==> config.mk <==
export PLATFORM = sky130hd
export DESIGN_NAME = synthesizer
export DESIGN_NICKNAME = d
export VERILOG_FILES = /design/src/rtl/synthesizer.sv
export SDC_FILE = /design/constraint.sdc
export NUM_CORES = 1
export LEC_CHECK = 0
export CORE_AREA = 2 2 101 103
export DETAILED_ROUTE_END_ITERATION = 10
export DIE_AREA = 0 0 103 105
export HOLD_SLACK_MARGIN = 0.08
export SLEW_MARGIN = 20
export SYNTH_ARGS = -nofsm -noshare
export SYNTH_HDL_FRONTEND = slang
export SYNTH_SLANG_ARGS = --single-unit
==> constraint.sdc <==
create_clock -name clk -period 5.38 [get_ports clk]
set_input_delay 1.614 -clock clk [delete_from_list [all_inputs] [get_ports clk]]
set_output_delay 1.614 -clock clk [all_outputs]
set_load 0.01 [all_outputs]
==> src/rtl/synthesizer.sv <==
// Composite-video sample synthesizer: palette index plus subcarrier phase to an 8-bit DAC code.
// Two registered stages: hue class, luma and offset phase, then sine lookup, level add and output.
module synthesizer (
  input  logic       clk,
  input  logic       reset,
  input  logic [5:0] colourNum,
  input  logic [7:0] phase,
  output logic [7:0] video
);

  typedef enum logic [1:0] {
    CLS_BLACK,
    CLS_GREY,
    CLS_CHROMA
  } hue_class_t;

  localparam logic [7:0] BLACK_LEVEL = 8'd64;

  // Phase offset per hue, one 30 degree step per hue starting at hue 1.
  function automatic logic [7:0] hue_offset(input logic [3:0] hue);
    logic [7:0] off;
    case (hue)
      4'd1:    off = 8'd0;
      4'd2:    off = 8'd21;
      4'd3:    off = 8'd43;
      4'd4:    off = 8'd64;
      4'd5:    off = 8'd85;
      4'd6:    off = 8'd107;
      4'd7:    off = 8'd128;
      4'd8:    off = 8'd149;
      4'd9:    off = 8'd171;
      4'd10:   off = 8'd192;
      4'd11:   off = 8'd213;
      4'd12:   off = 8'd235;
      default: off = 8'd0;
    endcase
    return off;
  endfunction

  // Quarter-wave table: round(32*sin(2*pi*k/256)) for k = 0..64.
  function automatic logic [5:0] quarter_sine(input logic [6:0] k);
    logic [5:0] s;
    case (k)
      7'd0:                         s = 6'd0;
      7'd1:                         s = 6'd1;
      7'd2, 7'd3:                   s = 6'd2;
      7'd4:                         s = 6'd3;
      7'd5:                         s = 6'd4;
      7'd6, 7'd7:                   s = 6'd5;
      7'd8:                         s = 6'd6;
      7'd9:                         s = 6'd7;
      7'd10:                        s = 6'd8;
      7'd11, 7'd12:                 s = 6'd9;
      7'd13:                        s = 6'd10;
      7'd14:                        s = 6'd11;
      7'd15, 7'd16:                 s = 6'd12;
      7'd17:                        s = 6'd13;
      7'd18, 7'd19:                 s = 6'd14;
      7'd20:                        s = 6'd15;
      7'd21, 7'd22:                 s = 6'd16;
      7'd23:                        s = 6'd17;
      7'd24, 7'd25:                 s = 6'd18;
      7'd26:                        s = 6'd19;
      7'd27, 7'd28:                 s = 6'd20;
      7'd29, 7'd30:                 s = 6'd21;
      7'd31:                        s = 6'd22;
      7'd32, 7'd33:                 s = 6'd23;
      7'd34, 7'd35:                 s = 6'd24;
      7'd36, 7'd37:                 s = 6'd25;
      7'd38, 7'd39:                 s = 6'd26;
      7'd40, 7'd41, 7'd42:          s = 6'd27;
      7'd43, 7'd44:                 s = 6'd28;
      7'd45, 7'd46, 7'd47:          s = 6'd29;
      7'd48, 7'd49, 7'd50, 7'd51:   s = 6'd30;
      7'd52, 7'd53, 7'd54, 7'd55,
      7'd56:                        s = 6'd31;
      default:                      s = 6'd32;
    endcase
    return s;
  endfunction

  hue_class_t cls_in;
  hue_class_t cls_q;
  logic [1:0] luma_q;
  logic [7:0] p_q;

  always_comb begin
    cls_in = CLS_CHROMA;
    if (colourNum[3:0] == 4'd0)
      cls_in = CLS_GREY;
    else if (colourNum[3:0] >= 4'd13)
      cls_in = CLS_BLACK;
  end

  always_ff @(posedge clk) begin
    if (reset) begin
      cls_q  <= CLS_BLACK;
      luma_q <= '0;
      p_q    <= '0;
    end else begin
      cls_q  <= cls_in;
      luma_q <= colourNum[5:4];
      p_q    <= phase + hue_offset(colourNum[3:0]);
    end
  end

  logic [6:0]        sine_idx;
  logic [5:0]        sine_mag;
  logic signed [6:0] sine_val;
  logic [7:0]        level;
  logic signed [9:0] sum;
  logic [7:0]        sample;

  // Fold the 256-step phase onto the quarter table: odd quadrants mirror, upper half negates.
  always_comb begin
    sine_idx = p_q[6] ? (7'd64 - {1'b0, p_q[5:0]}) : {1'b0, p_q[5:0]};
    sine_mag = quarter_sine(sine_idx);
    sine_val = p_q[7] ? -$signed({1'b0, sine_mag}) : $signed({1'b0, sine_mag});
  end

  always_comb begin
    level  = BLACK_LEVEL;
    sum    = '0;
    sample = BLACK_LEVEL;
    case (cls_q)
      CLS_GREY: begin
        case (luma_q)
          2'd0:    level = 8'd96;
          2'd1:    level = 8'd136;
          2'd2:    level = 8'd176;
          default: level = 8'd216;
        endcase
        sample = level;
      end
      CLS_CHROMA: begin
        case (luma_q)
          2'd0:    level = 8'd80;
          2'd1:    level = 8'd112;
          2'd2:    level = 8'd144;
          default: level = 8'd176;
        endcase
        sum = $signed({2'b00, level}) + {{3{sine_val[6]}}, sine_val};
        if (sum[9])
          sample = '0;
        else if (sum[8])
          sample = '1;
        else
          sample = sum[7:0];
      end
      default: sample = BLACK_LEVEL;
    endcase
  end

  always_ff @(posedge clk) begin
    if (reset)
      video <= BLACK_LEVEL;
    else
      video <= sample;
  end

endmodule

Word-level counts from Yosys, hierarchy flattened
Memory sizes are Yosys's and may differ from the RTL's.
Cells that the tools add are included.
{ "totals": {"regBits": 20, "romBits": 512, "input_bits": 16, "output_inout_bits": 8, "wordCells": 31, "n_memories": 2} }
{ "memory_table": {"columns": ["memory", "words", "width", "read_ports", "rd_clocked_by_memory_dff", "wr", "line", "rtl"], "rows": [
  ["(name not given)", 64, 6, 1, 0, 0, "43", "case (k)"],
  ["(name not given)", 16, 8, 1, 0, 0, "22", "case (hue)"]
]} }
{ "classes": {"add_sub_neg": 4, "order_cmp": 1, "n_eq_ne": 4, "n_mux": 12, "n_reduce_logical": 3} }
{ "op_table": {"columns": ["operator", "count"], "rows": [
  ["case mux 8 bit (3 select lines)", 2],
  ["two-way mux 8 bit", 4],
  ["case mux 8 bit (2 select lines)", 1],
  ["two-way mux 7 bit", 2],
  ["adder 9 x 7 -> 10 bit", 1],
  ["adder 8 bit", 1],
  ["negation 6 -> 7 bit", 1],
  ["subtractor 7 x 6 -> 7 bit (first input constant)", 1],
  ["two-way mux 6 bit", 1],
  ["equality test 2 x 1 -> 1 bit (second input constant)", 2],
  ["equality test 2 bit (second input constant)", 2],
  [">= comparator 4 bit (second input constant)", 1],
  ["logical NOT 4 bit", 1],
  ["logical NOT 2 bit", 1],
  ["two-way mux 2 bit", 1],
  ["OR reduction 2 bit", 1],
  ["two-way mux 1 bit", 1]
]} }

Logic depth before layout (Yosys ltp)
An unclocked memory read counts as a cell.
{ "logic_depth": {"ltp_word": 10, "mapped_depth": 22, "ltp_nobuf": 21} }

Worst setup path after synthesis
Ideal clock, no wire load.
{ "synth_timing": {"path_type": "register -> register", "start": "reg p_q[0]", "end": "reg video[6]", "setup_ns": 0.141, "arrival_ns": 4.925, "t_required_ns": 5.239, "setup_slack_ns": 0.315, "stages_incl_launch_ff": 21, "n_path_buf": 0, "period_less_slack_ns": 5.065, "path_cell_list": "dfxtp_1 > inv_1 > ha_1 > mux2i_1 > ha_1 > inv_1 > a221o_2 > a22o_1 > a21oi_2 > o211ai_1 > ha_1 > o21ai_1 > o31a_2 > ha_1 > nand3_1 > a211oi_1 > a22o_1 > o41ai_2 > a21boi_1 > o21ai_4 > o221ai_1"} }
{ "synth_between": {"elab_chain_len": 10} }
{ "synth_rtl": {"columns": ["element", "line", "rtl"], "rows": [
  ["start: declaration", "85", "logic [7:0] p_q;"],
  ["start signal: assignment", "103", "p_q <= phase + hue_offset(colourNum[3:0]);"],
  ["subtractor 7 x 6 -> 7 bit", "116", "sine_idx = p_q[6] ? (7'd64 - {1'b0, p_q[5:0]}) : {1'b0, p_q[5:0]};"],
  ["two-way mux 7 bit *", "116", null],
  ["memory read (64 x 6 bit)", null, null],
  ["two-way mux 6 bit *", "43", null],
  ["negation 6 -> 7 bit", "118", "sine_val = p_q[7] ? -$signed({1'b0, sine_mag}) : $signed({1'b0, sine_mag});"],
  ["two-way mux 7 bit *", "118", null],
  ["adder 9 x 7 -> 10 bit *", "142", "sum = $signed({2'b00, level}) + {{3{sine_val[6]}}, sine_val};"],
  ["two-way mux 8 bit", "145", "else if (sum[8])"],
  ["two-way mux 8 bit *", "143", "if (sum[9])"],
  ["case mux 8 bit (2 select lines) *", "125", "case (cls_q)"],
  ["end signal: assignment", "158", "video <= sample;"],
  ["end: declaration", "8", "output logic [7:0] video"]
]} }
Every way passes the cells marked *; elsewhere a longest branch is shown, timed or not.
A chain may end at the register's enable or synchronous reset.

Final worst setup path
Ends and elaborated chain as after synthesis.

==> results_dict.tcl <==
set metrics [dict create \
    grt_usage 0.104 \
    drt-total-wl_um 5310 \
    grt_antenna_before_repair 0 \
    setup_viol 0 \
    slew_violations 0 \
    period_needed_ns 5.01 \
    portBuffers 23 \
    cp.arrival_ns 5.14 \
    cts_buffer_depth 2 \
    async_reset_ff_frac 0 \
    min_from "luma_q[1]$_SDFF_PP0_" \
    gp_congestion 0.868 \
    h-tree-depth 1 \
    combPwrFrac 0.628 \
    synth_area_um2 2360 \
    yosysTopAreaCell "dfxtp_1" \
    ys_seq_area_frac 0.170 \
    final_hold_viol_count 0 \
    cts_buffers 3 \
    grt_pass1_vias 2027 \
    finish.utilization 0.290 \
    cts.clk_slew.worst_paths_ns 0.08 \
    wl_per_cell_um 12.3 \
    rsz0062_at_grt "false" \
    fin_nets 349 \
    end_kind "flop" \
    crit_path_max_fanout 8 \
    drt_first_pass_iters 6 \
    ir_drop_v 0.000134 \
    grt_max_degree 15 \
    clock_latency_ns 0.26 \
    drive_gt1_frac 0.114 \
    synth_area_leaders "dfxtp_1, ha_1, xnor2_1" \
    p_sw_frac 0.442 \
    crit_type "reg -> reg" \
    cts_setup_buffers 0 \
    grt_pass1_wl_um 9300 \
    internal_power_mw 0.513 \
    grt_overflow 0 \
    finalClockSkew_ns 0.0101 \
    synthFlopType "dfxtp_1" \
    syn_avg_cell_area_um2 8.49 \
    clkPwrFrac 0.163 \
    diodes 0 \
    areaGrowthSynthToFinish_pct 18.4 \
    p_per_area_nw_per_um2 329 \
    dieArea_um2 10800 \
    hpwl_um 4300 \
    die_h_um 105 \
    cts_tree "yes" \
    min_path_type "reg -> reg" \
    outcome "finished, final reports clean" \
    reg2reg_from "p_q[0]$_SDFF_PP0_" \
    num_rows 36 \
    slew_headroom 0.413 \
    syn_nets 327 \
    fmax_mhz 199 \
    cp.required_ns 5.51 \
    ys_ff_latch 20 \
    setup_tns_ns 0 \
    drc 0 \
    drv_cap 0 \
    fin_total_pwr_mw 0.919 \
    vias_per_cell 4.75 \
    startpoint_type "flop" \
    ys_types 67 \
    start_util 0.245 \
    core_area_um2 9640 \
    ant_nets 0 \
    clkSinkCount 20 \
    syn_inst 278 \
    cts_root_buffer "clkbuf_8" \
    fin_crit_sh 0.932 \
    vias 2054 \
    p_seq_frac 0.209 \
    synth_top_area_frac 0.170 \
    max_slew.worst_pin.slew_ns 0.878 \
    cp-startpoint "p_q[0]$_SDFF_PP0_" \
    io_pins 24 \
    ys.warnings.count 0 \
    power.switching_mw 0.406 \
    drt_iter0_markers 185 \
    synth_edf_count 0 \
    fp.dieW_um 103 \
    p_leak_nw 1.14 \
]
final timing paths:
check                        end  slack, ns  depth (start not counted)
max          video[6]$_SDFF_PP1_       0.37                         18
max reg2reg  video[6]$_SDFF_PP1_       0.37                         18
min reg2reg  video[6]$_SDFF_PP1_       0.69                          3
min          video[6]$_SDFF_PP1_       0.69                          3
flip-flops by register name, summed over array words and instances (netlist names):
| name | count |
|---|---|
| p_q | 8 |
| cls_q | 2 |
| luma_q | 2 |
| video | 8 |
cells in the mapped netlist, types with 3 or more instances:
master,instances
o21ai_0,13
nand2b_1,4
xnor2_1,13
or3_1,4
o22ai_1,4
ha_1,31
inv_1,22
xor2_1,5
nor3_1,6
clkbuf_1,4
nor2_1,21
a211oi_1,4
o31ai_1,6
o211ai_1,3
a21o_1,9
dfxtp_1,20
buf_6,4
nand2_1,18
a21oi_1,12
nor2b_1,8
mux2i_1,5
per-stage QoR:
step / instance area (um^2) / hold WS, ns / worst slack (ns) / std cells
floorplan: 2360 / 0.596 / 0.315 / 278
global placement: 2720 / 0.660 / 0.483 / 428
detailed placement: 2720 / 0.665 / 0.327 / 428
CTS: 2790 / 0.692 / 0.317 / 432
global route: 2800 / 0.750 / 0.0143 / 432
finish: 2800 / 0.689 / 0.366 / 432
layout by cell type (no fill, tap or decap), types with 2 or more instances in the layout:
master,synthesis,routed
ha_1,31,31
clkdlybuf4s50_1,0,23
inv_1,22,22
nor2_1,21,21
dfxtp_1,20,20
nand2_1,18,18
xnor2_1,13,13
o21ai_0,13,13
a21oi_1,12,12
a21o_1,9,9
nor2b_1,8,8
o31ai_1,6,6
nor3_1,6,6
xor2_1,5,5
mux2i_1,5,5
nand2b_1,4,4
a211oi_1,4,4
o22ai_1,4,4
or3_1,4,4
buf_4,0,4
o211ai_1,3,3
clkbuf_8,0,3
a311oi_1,2,2
o21ai_4,2,2
a22o_1,2,2
o21ai_1,2,2
o21bai_1,2,2
o21a_1,2,2
o31a_2,2,2
mux2_2,2,2
a31oi_1,2,2
or2_2,2,2
nand3_1,2,2
a2111oi_2,2,2
nor4_1,2,2
fa_1,2,2
layer usage:
layer  global-route usage  vias up  share of wire
met5                    0        -              0
met4               0.0348        0          0.018
met3              0.00936        8          0.037
met2                0.183       48           0.50
met1                0.132      948           0.45
li1                     -     1050              -
final cells by class:
type	instances	area (um^2)
Multi-Input combinational cell	226	1820
Clock inverter	1	30.0
Tap cell	133	166
Timing Repair Buffer	27	260
Clock buffer	3	41.3
Fill cell	1064	6840
Sequential cell	20	400
Inverter	22	82.6
critical path, stage by stage, from the launching register on:
cell      delay [ns]
dfxtp_1         0.31
inv_1           0.15
ha_1            0.28
or3b_1          0.50
a211o_2         0.41
a211oi_1        0.26
a311oi_1        0.08
o211ai_1        0.32
ha_1            0.27
o21ai_1         0.11
o31a_2          0.44
ha_1            0.40
nand3_1         0.16
a211oi_1        0.07
a22o_1          0.25
o41ai_2         0.29
a21boi_1        0.15
o21ai_4         0.28
o221ai_1        0.16
logic make-up (layout without fill, tap and decap cells):
logic type,after synthesis,after routing,synth area share
compound gates,88,88,0.294
simple gates,78,78,0.176
fa+ha+maj,33,33,0.181
buf+inv,32,53,0.0647
flops,20,20,0.170
xor+xnor,19,19,0.0737
mux,8,8,0.0403
power by group through the flow:
stage	Combinational, mW	Sequential (mW)	Clock, mW
floorplan	0.463	0.180	0
global placement	0.562	0.195	0
detailed placement	0.567	0.196	0
CTS	0.569	0.192	0.154
global route	0.641	0.197	0.161
finish	0.577	0.192	0.150
repair_timing:
action / 4_1_cts / 5_1_grt
gates resized for setup: 0 / 1
hold buffers: 0 / 0
endpoints found under the setup margin: 0 / 3
Power figures use the tool's default switching activity.
